$ cat config.mk
export PLATFORM = sky130hd
export DESIGN_NAME = request_unit
export DESIGN_NICKNAME = d
export VERILOG_FILES = /design/src/rtl/control_unit_types_pkg.sv /design/src/rtl/link_register.sv /design/src/rtl/request_unit.sv
export SDC_FILE = /design/constraint.sdc
export NUM_CORES = 1
export LEC_CHECK = 0
export ABC_CLOCK_PERIOD_IN_PS = 2170
export CORE_MARGIN = 10
export CORE_UTILIZATION = 16
export CTS_BUF_LIST = sky130_fd_sc_hd__clkbuf_4 sky130_fd_sc_hd__clkbuf_8 sky130_fd_sc_hd__clkbuf_16
export DETAILED_ROUTE_END_ITERATION = 6
export PLACE_DENSITY = 0.89
export SLEW_MARGIN = 25
export SYNTH_ARGS = -nofsm -noshare
export SYNTH_HDL_FRONTEND = slang
export SYNTH_SLANG_ARGS = --single-unit
$ cat constraint.sdc
create_clock -name CLK -period 2.17 [get_ports CLK]
set_clock_uncertainty 0.05 [all_clocks]
set_input_delay 0.217 -clock CLK [delete_from_list [all_inputs] [get_ports CLK]]
set_output_delay 0.217 -clock CLK [all_outputs]
set_load 0.01 [all_outputs]
$ cat src/rtl/control_unit_types_pkg.sv
// rtl/control_unit_types_pkg.sv - shared types and constants for the request unit
//
// Purpose : Holds the request-unit FSM state enum and the width of the
//           link address (word address, bits [31:2] of a byte address).
// Ports   : none (package)
package control_unit_types_pkg;

  // Link-address compare width: byte address bits [31:2].
  localparam int LINK_ADDR_W = 30;

  typedef enum logic [1:0] {
    IDLE   = 2'd0,
    REQ    = 2'd1,
    SCFAIL = 2'd2
  } ru_state_t;

endpackage

$ cat src/rtl/link_register.sv
// rtl/link_register.sv - LL/SC reservation (link) register
//
// Purpose : Holds the reservation taken by a load-linked. A set always wins
//           over a clear or a matching invalidation arriving in the same cycle.
// Ports   : CLK, nRST           clock, asynchronous active-low reset
//           i_set, i_set_addr   take a reservation on a word address
//           i_clear             drop the reservation (SC done, store to link)
//           i_inv_valid/addr    coherence invalidation of a word address
//           o_valid, o_addr     current reservation
module link_register
  import control_unit_types_pkg::*;
#(
  parameter int ADDR_W = LINK_ADDR_W
) (
  input  logic              CLK,
  input  logic              nRST,
  input  logic              i_set,
  input  logic [ADDR_W-1:0] i_set_addr,
  input  logic              i_clear,
  input  logic              i_inv_valid,
  input  logic [ADDR_W-1:0] i_inv_addr,
  output logic              o_valid,
  output logic [ADDR_W-1:0] o_addr
);

  logic              r_valid;
  logic [ADDR_W-1:0] r_addr;
  logic              w_inv_hit;

  assign w_inv_hit = i_inv_valid && (i_inv_addr == r_addr);

  always_ff @(posedge CLK or negedge nRST) begin
    if (!nRST) begin
      r_valid <= 1'b0;
      r_addr  <= '0;
    end else if (i_set) begin
      r_valid <= 1'b1;
      r_addr  <= i_set_addr;
    end else if (i_clear || w_inv_hit) begin
      r_valid <= 1'b0;
    end
  end

  assign o_valid = r_valid;
  assign o_addr  = r_addr;

endmodule

$ cat src/rtl/request_unit.sv
// rtl/request_unit.sv - data-request sequencer with optional LL/SC support
//
// Purpose : Turns decoded data-read/write requests into registered cache
//           requests held until dhit. Optional macro LLSC_EN adds the link
//           register, the SCFAIL state and store-conditional outcome.
// Ports   : CLK, nRST                   clock, asynchronous active-low reset
//           dRENi, dWENi, datomic, daddr decoded request from control unit
//           ihit, dhit                  fetch done / data access done
//           inv_valid, inv_addr         coherence invalidation
//           dREN, dWEN                  registered cache request
//           sc_result                   SC writeback value
//           busy                        request outstanding
module request_unit
  import control_unit_types_pkg::*;
#(
  parameter int WORD_ADDR_W = LINK_ADDR_W
) (
  input  logic        CLK,
  input  logic        nRST,
  input  logic        dRENi,
  input  logic        dWENi,
  input  logic        datomic,
  input  logic [31:0] daddr,
  input  logic        ihit,
  input  logic        dhit,
  input  logic        inv_valid,
  input  logic [31:0] inv_addr,
  output logic        dREN,
  output logic        dWEN,
  output logic [31:0] sc_result,
  output logic        busy
);

  ru_state_t              r_state;
  logic                   r_dren;
  logic                   r_dwen;
  logic                   r_is_write;
  logic                   r_is_atomic;
  logic [WORD_ADDR_W-1:0] r_addr;

  logic                   w_issue;
  logic                   w_is_write;
  logic                   w_atomic_in;
  logic                   w_sc_fail;
  logic [WORD_ADDR_W-1:0] w_daddr_word;

  assign w_issue      = (r_state == IDLE) && ihit && (dRENi || dWENi);
  // A read takes priority if both strobes arrive, so dREN/dWEN stay exclusive.
  assign w_is_write   = !dRENi;
  assign w_daddr_word = daddr[31 -: WORD_ADDR_W];

`ifdef LLSC_EN
  logic                   w_link_valid;
  logic [WORD_ADDR_W-1:0] w_link_addr;
  logic                   w_done;
  logic                   w_ll_done;
  logic                   w_sc_done;
  logic                   w_sw_hit;
  logic                   w_inv_issue_hit;
  logic                   w_unused;

  assign w_atomic_in     = datomic;
  assign w_done          = (r_state == REQ) && dhit;
  assign w_ll_done       = w_done && !r_is_write && r_is_atomic;
  assign w_sc_done       = w_done &&  r_is_write && r_is_atomic;
  assign w_sw_hit        = w_done &&  r_is_write && !r_is_atomic &&
                           w_link_valid && (r_addr == w_link_addr);
  // An invalidation landing on the SC's own word in its issue cycle kills it.
  assign w_inv_issue_hit = inv_valid && (inv_addr[31 -: WORD_ADDR_W] == w_daddr_word);
  assign w_sc_fail       = w_issue && w_is_write && datomic &&
                           (!w_link_valid || (w_link_addr != w_daddr_word) || w_inv_issue_hit);
  assign sc_result       = {31'd0, w_sc_done};
  assign w_unused        = &{1'b0, daddr, inv_addr};

  link_register #(
    .ADDR_W(WORD_ADDR_W)
  ) u_link (
    .CLK        (CLK),
    .nRST       (nRST),
    .i_set      (w_ll_done),
    .i_set_addr (r_addr),
    .i_clear    (w_sc_done || w_sw_hit),
    .i_inv_valid(inv_valid),
    .i_inv_addr (inv_addr[31 -: WORD_ADDR_W]),
    .o_valid    (w_link_valid),
    .o_addr     (w_link_addr)
  );
`else
  logic w_unused;

  // Without LL/SC an SC is an ordinary store that always "succeeds".
  assign w_atomic_in = 1'b0;
  assign w_sc_fail   = 1'b0;
  assign sc_result   = 32'd1;
  assign w_unused    = &{1'b0, datomic, daddr, inv_valid, inv_addr, r_addr, r_is_atomic};
`endif

  always_ff @(posedge CLK or negedge nRST) begin
    if (!nRST) begin
      r_state     <= IDLE;
      r_dren      <= 1'b0;
      r_dwen      <= 1'b0;
      r_is_write  <= 1'b0;
      r_is_atomic <= 1'b0;
      r_addr      <= '0;
    end else begin
      case (r_state)
        IDLE: begin
          if (w_issue) begin
            r_is_write  <= w_is_write;
            r_is_atomic <= w_atomic_in;
            r_addr      <= w_daddr_word;
            if (w_sc_fail) begin
              r_state <= SCFAIL;
            end else begin
              r_state <= REQ;
              r_dren  <= !w_is_write;
              r_dwen  <= w_is_write;
            end
          end
        end
        REQ: begin
          if (dhit) begin
            r_state <= IDLE;
            r_dren  <= 1'b0;
            r_dwen  <= 1'b0;
          end
        end
        SCFAIL: begin
          r_state <= IDLE;
        end
        default: begin
          r_state <= IDLE;
          r_dren  <= 1'b0;
          r_dwen  <= 1'b0;
        end
      endcase
    end
  end

  assign dREN = r_dren;
  assign dWEN = r_dwen;
  assign busy = (r_state != IDLE);

endmodule

==> impl_results.md, run 1 <==
* Hold Fails Final Rpt at 0
* H-tree levels at 1
* Crit Path Category: reg2out
* Fin crit share at 67.7%
* Slowest-stage cell, CP: clkdlybuf4s50_1
* Run status: finished, final reports clean
* Hpwl dp at 768 um
* Total number of vias at 235
* Largest net degree at the start of global routing at 7
* Quantity of I/O buffers inserted on ports at 8
* Top Family by Delay on Critical Path: buffers and inverters
* Crit path buf inv count at 1
* Critical path depth at 1
* Max Cap Viol at 0
* Leading area contributor after synthesis: buf_4
* Post-layout min period at 1470 ps
* Drt pass-1 iters at 2
* Gpl congestion at 0.761
* Pwr Density at 654 nW/um2
* Crit path launch: r_state[0]$_DFFE_PN0P_
* Starting Density at 17.2%
* Seq cells post-synth at 3
* Fill cells at 261
* # IOs at 107
* DRT iter0 DRCs at 2
* Netlist Area Pre-Place at 390 um2
* Clk slew on worst S/H paths at 40 ps
* F_max at 680 MHz
* Critical Path End: busy
* Post-CTS setup buffers at 0
* Critical Path RT at 1900 ps
* CP endpoint kind: output port
* GRT Resource Usage Total at 3.19%
* Sum Neg Setup Slack at 0 ps
* Initial antenna violation count at 0
* Syn Area/Cell at 8.13 um2
* Worst reg2reg path endpoint: dWEN$_DFFE_PN0P_
* CTS max path bufs at 2
* FF-to-FF path depth at 3
* Synth Instances at 48
* Crit path DAT at 1200 ps
* GRT Residual Overflow at 0
* Area share of the largest cell type after synthesis at 61.5%
* Share of cells above drive strength 1 at 8.62%
* Routed Antenna Nets at 0
* Unrepaired setup endpoints after global routing: no
* Pleak at 0.213 nW
* Crit-path max cell delay at 570 ps
* CTS hold repair buffers at 0
* Worst skew pair latency at 230 ps
* Die W at 69.4 um
* Nets at 131
* DIE AREA at 4820 um2
* Area growth, synth to finish at 4.49%
* R2R Setup Slk at 1220 ps
* Distinct cells, synth at 12
* Final count of negative-setup-slack endpoints at 0
* Largest cells by area after synthesis: buf_4 (62%), dfrtp_1 (19%), nor2b_4 (3.5%)
* Seq/Total Area, Yosys at 19.2%
* Core ar. at 2280 um2
* CTS Buf Count at 3
* Die Ht at 69.4 um
* Row Count at 17
* Pre-CTS setup slack at 884 ps
* Diode count at 0
* Vias in the first global route at 273
* Max Slew Vio Count at 0
* Final wirelength at 821 um
* CP cell instances: clkdlybuf4s50_1
* CTS Root Cell: clkbuf_4
* Hold WC Path Type: in2async
* Worst setup SP type: register
* Setup WS post-layout at 700 ps
* Vias/cell at 2.73
* Wirelength per Cell at 9.55 um
* TritonCTS clock tree: yes
* Crit Path Max Fanout at 6
* DRC Markers at 0
* Num Clock Sinks at 3
* Yosys warns at 0
* Peak supply drop at 0.000289 V
* Worst R2R Start: r_state[0]$_DFFE_PN0P_
* First-pass GRT wire length at 1280 um
* Resized cells post-CTS at 0
[worst register-to-register path, cell delays in order, from the launching register on]
cell     delay [ps]
dfrtp_1         420
nor2b_4         150
o21ai_1         120
o31ai_1          80
[cells by family (layout without fill, tap and decap cells)]
group / after synthesis / count (layout) / synth area share, %
buffers and inverters: 32 / 12 / 61.5
other: 2 / 32 / 1.92
AO/OA/AOI/OAI: 7 / 7 / 10.9
flip-flops: 3 / 3 / 19.2
AND/OR/NAND/NOR: 4 / 4 / 6.41
[per-stage QoR]
stage	std cells	total power (W)	utilization [%]	hold WS (ps)	area, um2
after floorplan	78	0.000162	-	-129	503
after CTS	86	0.000269	17.9	118	408
after global placement	82	0.000155	16.6	360	378
final	86	0.000267	17.9	120	408
after global routing	86	0.000290	17.9	112	408
after detailed placement	82	0.000157	16.6	364	378
[where the power goes]
part | total, W | switching, W | internal (W)
Combinational | 0.0000833 | 0.0000486 | 0.0000347
Sequential | 0.0000756 | 0.00000928 | 0.0000663
Clock | 0.000108 | 0.0000268 | 0.0000812
[sequential cells by signal (all words and copies together) (netlist names)]
register	count
dREN	1
r_state	1
dWEN	1
[cells in the final DEF (no fill, tap or decap)]
cell and count:
a21oi_1 1, clkdlybuf4s50_1 8, nor2b_4 1, a22oi_1 1
nand2_1 2, conb_1 32, o21ai_1 1, o21ai_0 2
o31ai_1 1, dfrtp_1 3, clkbuf_4 4, o21bai_1 1
nor2_1 1
[cells in the mapped netlist]
library cell and instances:
a21oi_1 1, a22oi_1 1, buf_4 32, conb_1 2, dfrtp_1 3, nand2_1 2
nor2_1 1, nor2b_4 1, o21ai_0 2, o21ai_1 1, o21bai_1 1, o31ai_1 1
[area by class of cell]
class,instances,area (um2),share of cell area [%]
multi-input cells,43,188,46.0
repair buffers,8,80.1,19.6
flip-flops and latches,3,75.1,18.4
well taps,28,35.0,8.59
clock buffers,4,30.0,7.36
[per-layer routing]
layer / GRT usage (%) / up-vias / wire, um
li1: - / 106 / -
met1: 2.57 / 105 / 258
met2: 4.84 / 22 / 421
met3: 2.71 / 2 / 135
met4: 2.66 / 0 / 5
met5: 0 / - / 0
[how the worst min path moves through the flow]
stage	from	end	slack, ps	depth (start not counted)
floorplan	nRST	dREN$_DFFE_PN0P_	-130	0
global placement	nRST	r_state[0]$_DFFE_PN0P_	360	1
detailed placement	nRST	r_state[0]$_DFFE_PN0P_	360	1
CTS	nRST	r_state[0]$_DFFE_PN0P_	120	1
global route	nRST	r_state[0]$_DFFE_PN0P_	110	1
finish	nRST	r_state[0]$_DFFE_PN0P_	120	1
Note: power is estimated with default switching activity, not from simulation.
==> inputs of run 2 (changes only) <==
--- a/config.mk
+++ b/config.mk
@@ -5,12 +5,12 @@
 export SDC_FILE = /design/constraint.sdc
 export NUM_CORES = 1
 export LEC_CHECK = 0
-export ABC_CLOCK_PERIOD_IN_PS = 2170
+export ABC_CLOCK_PERIOD_IN_PS = 1300
 export CORE_MARGIN = 10
-export CORE_UTILIZATION = 16
+export CORE_UTILIZATION = 13
 export CTS_BUF_LIST = sky130_fd_sc_hd__clkbuf_4 sky130_fd_sc_hd__clkbuf_8 sky130_fd_sc_hd__clkbuf_16
 export DETAILED_ROUTE_END_ITERATION = 6
-export PLACE_DENSITY = 0.89
+export PLACE_DENSITY = 0.78
 export SLEW_MARGIN = 25
 export SYNTH_ARGS = -nofsm -noshare
 export SYNTH_HDL_FRONTEND = slang
==> constraint.sdc (replaced) <==
create_clock -name CLK -period 1.3 [get_ports CLK]
set_clock_uncertainty 0.05 [all_clocks]
set_input_delay 0.13 -clock CLK [delete_from_list [all_inputs] [get_ports CLK]]
set_output_delay 0.13 -clock CLK [all_outputs]
set_load 0.01 [all_outputs]
==> run 2 against run 1 <==
  * Die area is 16% higher
  * Via count stayed put
  * Combinational power is 66% higher
  * Final cell count is 4.7% higher
  * Non-clock buffer count is 1 higher
  * Core utilization is 3.1 points lower
  * Sequential power is 60% higher
  * Critical path type unchanged
  * Largest cell class unchanged
  * Highest routed layer is now met3
==> impl_results.md, run 2 (synthesis results as in run 1) <==
* DRC Markers at 0 (unchanged)
* Worst setup SP type: register (unchanged)
* Crit Path Max Fanout at 3 (was 6)
* TritonCTS clock tree: yes (unchanged)
* Met2 Track Usage GR at 5.28% (was 4.84%)
* CTS Buf Count at 3 (unchanged)
* CTS max path bufs at 2 (unchanged)
* Hold Fails Final Rpt at 0 (unchanged)
* Final wirelength at 842 um (was 821 um)
* Diode count at 0 (unchanged)
* Pwr Density at 1050 nW/um2 (was 654 nW/um2)
* H-tree levels at 1 (unchanged)
* Most common cell after layout, fill and taps aside: conb_1 (unchanged)
* Worst skew pair latency at 230 ps (about the same)
* Total number of vias at 235 (unchanged)
* Nets at 132 (was 131)
* Sum Neg Setup Slack at 0 ps (unchanged)
* Final design utilization at 14.8% (was 17.9%)
* CTS hold repair buffers at 0 (unchanged)
* Slowest-stage cell, CP: dfrtp_1 (was clkdlybuf4s50_1)
* Most used routing layer: met2 (unchanged)
* Routed Antenna Nets at 0 (unchanged)
* Resized cells post-CTS at 3 (was 0)
* Fill cells at 321 (was 261)
* Core ar. at 2810 um2 (was 2280 um2)
* Initial antenna violation count at 0 (unchanged)
* Fin crit share at 82.9%
* Die Ht at 74.8 um (was 69.4 um)
* Hold WC Path Type: in2async (unchanged)
* CP cell instances: dlygate4sd2_1 (was clkdlybuf4s50_1)
* Crit Path Category: reg2out (unchanged)
* F_max at 928 MHz
* Crit path DAT at 900 ps (was 1200 ps)
* Peak supply drop at 0.000400 V (was 0.000289 V)
* Area growth, synth to finish at 6.41% (was 4.49%)
* Crit-path max cell delay at 380 ps (was 570 ps)
* Unrepaired setup endpoints after global routing: no (unchanged)
* Final count of negative-setup-slack endpoints at 0 (unchanged)
* DIE AREA at 5600 um2 (was 4820 um2)
* Die W at 74.8 um (was 69.4 um)
* Max Slew Vio Count at 0 (unchanged)
* CP endpoint kind: output port (unchanged)
* Critical Path RT at 1120 ps (was 1900 ps)
* GRT Resource Usage Total at 2.76% (was 3.19%)
* Top Family by Delay on Critical Path: flip-flops (was buffers and inverters)
* Commonest non-fill, non-tap cells in the layout: conb_1 (32), clkdlybuf4s50_1 (5), clkbuf_4 (4) (was conb_1 (32), clkdlybuf4s50_1 (8), clkbuf_4 (4))
* Area of the multi-input gates at 188 um2 (unchanged)
* Routing usage on met3 at 1.31% (was 2.71%)
* GRT Residual Overflow at 0 (unchanged)
* Largest net degree at the start of global routing at 6 (was 7)
* Post-layout min period at 1080 ps
* Row Count at 19 (was 17)
* First-pass GRT wire length at 1160 um (was 1280 um)
* Wirelength per Cell at 9.36 um (was 9.55 um)
* Vias/cell at 2.61 (was 2.73)
* # IOs at 107 (unchanged)
* Drt pass-1 iters at 2 (unchanged)
* Pre-CTS setup slack at 110 ps (was 884 ps)
* FF/Latch Area at 75.1 um2 (unchanged)
* Starting Density at 13.9% (was 17.2%)
* Run status: finished, final reports clean (unchanged)
* CTS Root Cell: clkbuf_4 (unchanged)
* Hpwl dp at 812 um (was 768 um)
* Pleak at 0.226 nW (was 0.213 nW)
* DRT iter0 DRCs at 1 (was 2)
* Crit path buf inv count at 1 (unchanged)
* Setup WS post-layout at 223 ps (was 700 ps)
* Share of cells above drive strength 1 at 10.2% (was 8.62%)
* Num Clock Sinks at 3 (unchanged)
* Vias in the first global route at 275 (was 273)
* Post-CTS setup buffers at 0 (unchanged)
* Gpl congestion at 0.629 (was 0.761)
* Clk slew on worst S/H paths at 40 ps (about the same)
* Quantity of I/O buffers inserted on ports at 8 (unchanged)
* Met1 usage at 1.94% (was 2.57%)
* Max Cap Viol at 0 (unchanged)
run 2: worst paths after layout:
kind / cells after the start / from / slack (ps) / end
worst max register to register: 4 / r_state[0]$_DFFE_PN0P_ / 290 / dWEN$_DFFE_PN0P_
min in group CLK: 2 / dWEN$_DFFE_PN0P_ / 460 / dWEN$_DFFE_PN0P_
worst min register to register: 2 / dWEN$_DFFE_PN0P_ / 460 / dWEN$_DFFE_PN0P_
worst max-delay path: 1 / dREN$_DFFE_PN0P_ / 220 / dREN
max in group asynchronous: 1 / nRST / 1030 / dWEN$_DFFE_PN0P_
worst min-delay path: 1 / nRST / 30 / dREN$_DFFE_PN0P_
run 2: per-layer routing:
metal  up-vias  wire (um)
li1        109          -
met1       105        227
met2        21        466
met3         0        149
met4         0          0
met5         -          0
run 2: through the flow:
stage | power (W) | instances | hold slack, ps | area [um2]
floorplan | 0.000271 | 78 | -216 | 503
global placement | 0.000268 | 86 | 272 | 389
detailed placement | 0.000270 | 86 | 277 | 389
CTS | 0.000446 | 90 | 27.2 | 415
global route | 0.000480 | 90 | 22.5 | 415
finish | 0.000438 | 90 | 32.2 | 415
run 2: final cells by class:
type / instances / share of cell area [%]
Clock buffer: 4 / 7.23
Sequential cell: 3 / 18.1
Timing Repair Buffer: 9 / 20.2
Multi-Input combinational cell: 43 / 45.2
Tap cell: 31 / 9.34
run 2: power by group:
group          total (W)  switching (W)  internal, W  leakage [nW]
logic           0.000138      0.0000863    0.0000517         0.170
clock network   0.000179      0.0000433     0.000135        0.0184
registers       0.000121      0.0000103     0.000111        0.0380
